**config.mk**
```make
export PLATFORM = sky130hd
export DESIGN_NAME = if_stage
export DESIGN_NICKNAME = d
export VERILOG_FILES = /design/src/rtl/if_pkg.sv /design/src/rtl/if_stage.sv
export SDC_FILE = /design/constraint.sdc
export NUM_CORES = 1
export LEC_CHECK = 0
export ABC_AREA = 1
export CAP_MARGIN = 10
export CORE_MARGIN = 1.5
export CORE_UTILIZATION = 24
export DETAILED_ROUTE_END_ITERATION = 7
export PLACE_DENSITY = 0.6
export SYNTH_ARGS = -nofsm -noshare
export SYNTH_HDL_FRONTEND = slang
export SYNTH_SLANG_ARGS = --single-unit
```
**constraint.sdc**
```tcl
create_clock -name clk -period 2.6 [get_ports clk]
set_input_delay 0.52 -clock clk [delete_from_list [all_inputs] [get_ports clk]]
set_output_delay 0.52 -clock clk [all_outputs]
set_load 0.03 [all_outputs]
```
**src/rtl/if_pkg.sv**
```systemverilog
// Shared types and constants for the instruction-fetch stage.
package if_pkg;

  typedef enum logic [1:0] {
    BOOT  = 2'd0,
    RUN   = 2'd1,
    REDIR = 2'd2
  } fetch_state_e;

  // Encoding order is the redirect priority, so causes compare numerically.
  typedef enum logic [1:0] {
    NONE   = 2'd0,
    BRANCH = 2'd1,
    RET    = 2'd2,
    INTR   = 2'd3
  } redir_cause_e;

  localparam logic [31:0] PC_STEP = 32'd4;

endpackage

```
**src/rtl/if_stage.sv**
```systemverilog
// IF stage: owns the PC, arbitrates redirects and parks any that arrive while the pipe is stalled.
// im_addr/pc come straight from pc_q (zero latency); stalls hold pc_q and keep a pending redirect in tgt_q.
module if_stage
  import if_pkg::*;
#(
  parameter logic [31:0] RESET_PC = 32'h0000_0000
) (
  input  logic        clk,
  input  logic        reset,
  input  logic        IFID_write,
  input  logic        im_stall,
  input  logic        dm_stall,
  input  logic        CSR_stall,
  input  logic        CSR_reset,
  input  logic        CSR_interrupt,
  input  logic        CSR_ret,
  input  logic [31:0] csr_mtvec,
  input  logic [31:0] csr_mepc,
  input  logic        branch_taken,
  input  logic [31:0] branch_target,
  input  logic [31:0] im_rdata,
  output logic        im_req,
  output logic [31:0] im_addr,
  output logic [31:0] pc,
  output logic [31:0] instruction,
  output logic        IFID_flush
);

  fetch_state_e state_q;
  redir_cause_e cause_q;
  logic [31:0]  pc_q;
  logic [31:0]  tgt_q;

  logic         adv;
  redir_cause_e new_cause;
  logic [31:0]  new_tgt;
  redir_cause_e win_cause;
  logic [31:0]  win_tgt;

  assign adv = IFID_write & ~im_stall & ~dm_stall & ~CSR_stall;

  always_comb begin
    new_cause = NONE;
    new_tgt   = 32'h0;
    if (CSR_interrupt) begin
      new_cause = INTR;
      new_tgt   = {csr_mtvec[31:2], 2'b00};
    end else if (CSR_ret) begin
      new_cause = RET;
      new_tgt   = {csr_mepc[31:2], 2'b00};
    end else if (branch_taken) begin
      new_cause = BRANCH;
      new_tgt   = {branch_target[31:2], 2'b00};
    end
  end

  // A fresh redirect displaces the parked one only at equal or higher priority.
  // With nothing parked cause_q is NONE, so any fresh redirect wins.
  always_comb begin
    win_cause = cause_q;
    win_tgt   = tgt_q;
    if ((new_cause != NONE) && (new_cause >= cause_q)) begin
      win_cause = new_cause;
      win_tgt   = new_tgt;
    end
  end

  always_comb begin
    IFID_flush = 1'b0;
    case (state_q)
      RUN:     IFID_flush = (new_cause != NONE);
      REDIR:   IFID_flush = adv;
      default: IFID_flush = 1'b0;
    endcase
  end

  always_ff @(posedge clk or posedge reset) begin
    if (reset) begin
      state_q <= BOOT;
      pc_q    <= RESET_PC;
      tgt_q   <= 32'h0;
      cause_q <= NONE;
    end else if (CSR_reset) begin
      state_q <= BOOT;
      pc_q    <= RESET_PC;
      tgt_q   <= 32'h0;
      cause_q <= NONE;
    end else begin
      case (state_q)
        BOOT: state_q <= RUN;
        RUN, REDIR: begin
          if (win_cause != NONE) begin
            if (adv) begin
              pc_q    <= win_tgt;
              cause_q <= NONE;
              state_q <= RUN;
            end else begin
              tgt_q   <= win_tgt;
              cause_q <= win_cause;
              state_q <= REDIR;
            end
          end else if (adv) begin
            pc_q <= pc_q + PC_STEP;
          end
        end
        default: state_q <= BOOT;
      endcase
    end
  end

  assign im_req      = (state_q != BOOT);
  assign im_addr     = pc_q;
  assign pc          = pc_q;
  assign instruction = (state_q == BOOT) ? 32'h0 : im_rdata;

endmodule

```
==> impl_metrics.yaml, run 1 <==
cells_and_area:
  drive_gt1_share_pct: 7.25
  finalNetCount: 1242
  synthToLayoutAreaGrowth_pct: 50.1
  antennaDiodeCount: 0
  fin_cells: 1416
  fillers: 2451
routing:
  routed_via_density: 4.49
  wl_per_cell_um: 14.1
  first_pass_iters: 7
  antenna_left: 0
  wl_um: 19900
  drcViolationCount: 0
  drt_iter0_markers: 379
  dr_total_vias: 6358
logic_synthesis:
  avgSynthCellArea_sq_um: 6.17
  ys.warnings.count: 0
  ys_types: 32
  ys_seq_area_share_pct: 30.4
  synth_area_sq_um: 5590
  ys_ff_latch: 68
  synth_cells: 907
  syn_nets: 1051
pwr:
  ir_drop_v: 0.000606
  power.density_nw_per_um2: 1030
  leakagePower_uw: 0.00397
  power_uw: 8610
sta:
  setup_tns_ns: 0
  whs_ns: 0.509
  hold_viol: 0
  finalSetupViolCount: 0
  maxSlewHeadroom_pct: 72.1
  worst_slew_pin_slew_ns: 0.417
  period_needed_ns: 2.45
  slew_viol_final: 0
  min_period_over_period_pct: 94.0
  fmax_mhz: 409
  skew_ns: 0.00619
  rsz0062_at_grt: "false"
cts:
  cts_inserted_buffers: 9
  cts_root_buf: "clkbuf_16"
  clk_latency_ns: 0.33
  cts_tree: "built"
  post-cts-setup-buffers: 0
  clock-sinks: 68
  clockBufferDepth: 2
  cts_hold_buf: 0
  clk_pin_slew_worst_paths_ns: 0.06
  h-tree-depth: 3
grt:
  grt_max_degree: 69
  antenna_found_initial: 0
  grt_use_total_pct: 16.5
  grt_pass1_vias: 5961
  grt_pass1_wl_um: 31400
  grt-ovfl-total: 0
worst_setup_path:
  critPathKind: "reg -> out"
  crit_path_start_kind: "flip-flop"
  rr_startpoint: "im_addr[2]"
  end_kind: "output port"
  worstPathMaxFanout: 25
  cp_data_arrival_time_ns: 1.93
  critical_path_required_ns: 2.08
  crit_start: "state_q[1]"
floorplanning:
  die_y_um: 156
  start_util_pct: 24.6
  chipWidth_um: 156
  core_sq_um: 22800
  die-area_sq_um: 24200
  num_rows: 55
  pin_count: 236
hold_path:
  hold_class: "reg -> reg"
  hold_start: "cause_q[1]"
status:
  status: "finished, final reports clean"
placed_design:
  globalplace.congestion: 0.808
  dp.cells: 1400
  dp_hpwl_um: 15600
  io_buffers: 229
flow_run:
  drv_cap: 0
-- metal layers --
| metal | track usage (%) | vias to the layer above | share of wire (%) | wire [um] |
|---|---|---|---|---|
| met5 | 0 | - | 0 | 0 |
| li1 | - | 3228 | - | - |
| met2 | 28.1 | 234 | 48 | 9480 |
| met4 | 3.67 | 0 | 0.90 | 179 |
| met3 | 2.53 | 12 | 5.5 | 1090 |
| met1 | 21.9 | 2884 | 46 | 9180 |
-- cells in the final DEF (no fill, tap or decap), drive strengths merged --
master,Yosys,routed
inv,83,83
clkdlybuf4s50,0,216
a211oi,1,1
nand3b,2,2
a31oi,1,1
nand2,264,264
xor2,8,8
o21ai,32,32
and3,1,1
nor3,1,1
clkbuf,30,14
clkinv,0,2
o211ai,29,29
a21oi,61,61
nor2,172,172
nand4,4,4
dlymetal6s2s,0,2
ha,6,6
xnor2,8,8
dfrtp,68,68
a21o,1,1
a32o,1,1
nand3,82,82
buf,52,44
-- stage by stage --
step / setup WS (ns) / utilization, % / cell area (sq um)
after floorplan: 0.368 / - / 5590
final: 0.155 / 36.8 / 8390
after global routing: 0.0315 / 36.8 / 8390
after global placement: 0.0179 / 35.6 / 8110
after detailed placement: -0.0361 / 35.6 / 8110
after CTS: 0.0950 / 36.8 / 8390
-- path summary, 6_finish.rpt --
kind / end / cells past startpoint / slack (ns)
max: instruction[25] / 4 / 0.15
min: cause_q[1] / 2 / 0.51
max reg2reg: im_addr[20] / 12 / 0.49
min reg2reg: cause_q[1] / 2 / 0.51
max in group asynchronous: tgt_q[8] / 3 / 1.71
min in group asynchronous: cause_q[1] / 3 / 0.59
-- cell usage after synthesis (all sizes together) --
cell type  number  area [sq um]
nand2         264          1010
nor2          172           648
inv            83           312
nand3          82           410
dfrtp          68          1700
a21oi          61           343
buf            52           373
o21ai          32           160
clkbuf         30           115
o211ai         29           218
xnor2           8          70.1
xor2            8          70.1
ha              6          75.1
nand4           4          31.3
nand3b          2          15.0
a211oi          1          7.51
a21o            1          7.51
a31oi           1          6.26
a32o            1          10.0
and3            1          6.26
nor3            1          5.00
-- cell families after synthesis --
group / synth area share [%]
xor gates and xnor gates: 2.51
AOI/OAI and AO/OA: 13.4
adders and majority gates: 1.34
and+or+nand+nor: 38.0
DFF: 30.4
buffers and inverters: 14.3
-- layout make-up --
class | instances | area, sq um | share of cell area (%)
well taps | 313 | 392 | 4.67
clock buffers | 14 | 254 | 3.03
clock inverters | 2 | 10.0 | 0.119
inverters | 83 | 312 | 3.71
repair buffers | 262 | 2620 | 31.2
flip-flops and latches | 68 | 1700 | 20.3
multi-input cells | 674 | 3110 | 37.0
-- registers in the layout (all words and copies together), names as in the netlist --
name	cells
state_q	2
im_addr	32
cause_q	2
tgt_q	32
-- timing repair --
action                                 in CTS  in global routing
pin swaps                                   0                  0
setup endpoints to repair                  32                  2
gates resized for setup                     2                  2
endpoints found under the hold margin       0                  0
-- where the power goes --
part / total (uW) / internal (uW) / switching [uW]
combinational: 5390 / 2180 / 3200
sequential: 2110 / 1480 / 636
clock: 1120 / 670 / 447
-- critical path, stage by stage (launching register included) --
cell,delay [ns]
dfrtp_1,0.40
inv_1,0.11
ha_4,0.25
nor2_1,0.13
clkdlybuf4s50_1,0.69
(Power assumes the default switching activity.)
==> run 2, diff against run 1 <==
--- a/config.mk
+++ b/config.mk
@@ -11,6 +11,8 @@
 export CORE_UTILIZATION = 24
 export DETAILED_ROUTE_END_ITERATION = 7
 export PLACE_DENSITY = 0.6
+export REMOVE_ABC_BUFFERS = 1
+export SLEW_MARGIN = 15
 export SYNTH_ARGS = -nofsm -noshare
 export SYNTH_HDL_FRONTEND = slang
 export SYNTH_SLANG_ARGS = --single-unit
==> impl_metrics.yaml, run 2 (same netlist as run 1, synthesis figures left out) <==
routing:
  wl_um: 19300
  highest_layer: "met4"
  routed_via_density: 4.45
  wl_per_cell_um: 13.6
  drcViolationCount: 0
  dr_total_vias: 6311
  wl_met2_um: 9380
  first_pass_iters: 5
  dr_wl_met3_um: 1190
  wl_met1_um: 8590
  drt_iter0_markers: 357
  antenna_left: 0
floorplanning:
  core_sq_um: 22800
  chipWidth_um: 156
  start_util_pct: 24.6
  num_rows: 55
  pin_count: 236
  die-area_sq_um: 24200
  die_y_um: 156
cts:
  clk_pin_slew_worst_paths_ns: 0.06
  cts_inserted_buffers: 9
  cts_hold_buf: 0
  clockBufferDepth: 2
  cts_tree: "built"
  post-cts-setup-buffers: 0
  cts_root_buf: "clkbuf_16"
  clk_latency_ns: 0.34
  clock-sinks: 68
  h-tree-depth: 3
sta:
  fmax_mhz: 398
  worst_slew_pin_slew_ns: 0.636
  rsz0062_at_grt: "false"
  period_needed_ns: 2.51
  finalSetupViolCount: 0
  maxSlewHeadroom_pct: 57.6
  skew_ns: 0.00649
  min_period_over_period_pct: 96.7
  hold_viol: 0
  whs_ns: 0.497
  slew_viol_final: 0
pwr:
  clock_power_share_pct: 15.1
  leakagePower_uw: 0.00426
  ir_drop_v: 0.000537
  power.internal_uw: 4580
  power.density_nw_per_um2: 1030
  pwr-share-comb_pct: 61.2
  swShare_pct: 48.4
  seq_power_share_pct: 23.6
  switchingPower_uw: 4290
grt:
  grt_use_total_pct: 15.9
  grt_pass1_vias: 5818
  antenna_found_initial: 0
  grt_pass1_wl_um: 30200
  grt-ovfl-total: 0
  grt_max_degree: 61
placed_design:
  dp_hpwl_um: 15100
  io_buffers: 229
  dp.cells: 1403
  globalplace.congestion: 0.891
worst_setup_path:
  crit_path_start_kind: "flip-flop"
  critPathKind: "reg -> out"
  cp_data_arrival_time_ns: 1.99
  end_kind: "output port"
  critical_path_required_ns: 2.08
  worstPathMaxFanout: 15
cells_and_area:
  layout_commonest_cell: "nand2_1"
  synthToLayoutAreaGrowth_pct: 53.4
  antennaDiodeCount: 0
  drive_gt1_share_pct: 7.23
  fin_cells: 1419
  finalNetCount: 1245
  fillers: 2466
  final_cell_mix: "nand2_1 (258), clkdlybuf4s50_1 (206), nor2_1 (170), nand3_1 (82), inv_1 (78)"
flow_run:
  drv_cap: 0
status:
  status: "finished, final reports clean"
hold_path:
  hold_class: "reg -> reg"
[run 2: cell types whose count changed in the layout (fill, tap and decap cells not counted), sizes merged]
| cell | previous run | this run |
|---|---|---|
| bufinv | 0 | 2 |
| dlygate4sd2 | 0 | 2 |
| dlymetal6s2s | 2 | 18 |
| clkbuf | 14 | 10 |
| buf | 44 | 39 |
| clkdlybuf4s50 | 216 | 206 |
| clkinv | 2 | 4 |
[run 2: timing repair]
item	in CTS	in global routing
pin swaps	0	0
resized for setup	4	22
setup endpoints to repair	31	82
[run 2: layer usage]
layer	vias to the layer above	track usage, %
li1	3224	-
met1	2844	19.9
met2	230	28.5
met3	13	3.44
met4	0	2.04
met5	-	0
[run 2: final cells by class]
| class | instances | area (sq um) | share of cell area (%) |
|---|---|---|---|
| tap | 313 | 392 | 4.56 |
| clock inverter | 6 | 87.6 | 1.02 |
| multi-input combinational | 674 | 3130 | 36.4 |
| inverter | 83 | 312 | 3.63 |
| timing repair buffer | 265 | 2720 | 31.7 |
| clock buffer | 10 | 239 | 2.78 |
| sequential | 68 | 1700 | 19.8 |
[run 2: final timing paths]
| check | startpoint | depth (start not counted) | endpoint | slack [ns] |
|---|---|---|---|---|
| hold reg to reg | cause_q[1] | 2 | cause_q[1] | 0.50 |
| setup reg to reg | im_addr[2] | 12 | im_addr[22] | 0.46 |
| max in group asynchronous | reset | 3 | im_addr[16] | 1.29 |
| min in group asynchronous | reset | 2 | im_addr[0] | 0.59 |
| setup / recovery | state_q[0] | 5 | im_req | 0.09 |
| hold / removal | cause_q[1] | 2 | cause_q[1] | 0.50 |
[run 2: power groups by stage]
stage | logic [uW] | clock network [uW] | registers [uW]
after floorplan | 2120 | 0 | 2840
after global placement | 5380 | 0 | 2100
after detailed placement | 5420 | 0 | 2120
after CTS | 5480 | 1370 | 2110
after global routing | 5890 | 1420 | 2180
final | 5430 | 1340 | 2100
[run 2: worst max-delay path: stages, from the launching register on]
cell             delay, ns
dfrtp_1               0.40
inv_1                 0.11
ha_4                  0.24
buf_4                 0.16
inv_1                 0.07
clkdlybuf4s50_1       0.67
[run 2: through the flow]
| stage | setup slack (ns) | util (%) | area [sq um] | setup TNS [ns] | total power, uW |
|---|---|---|---|---|---|
| global placement | -0.256 | 35.9 | 8180 | -14.02 | 7480 |
| detailed placement | -0.270 | 35.9 | 8180 | -14.35 | 7540 |
| floorplan | -0.571 | - | 5100 | -23.31 | 4960 |
| global route | 0.00315 | 37.7 | 8580 | 0 | 9500 |
| finish | 0.0867 | 37.7 | 8580 | 0 | 8870 |
| CTS | 0.0169 | 37.4 | 8520 | 0 | 8950 |
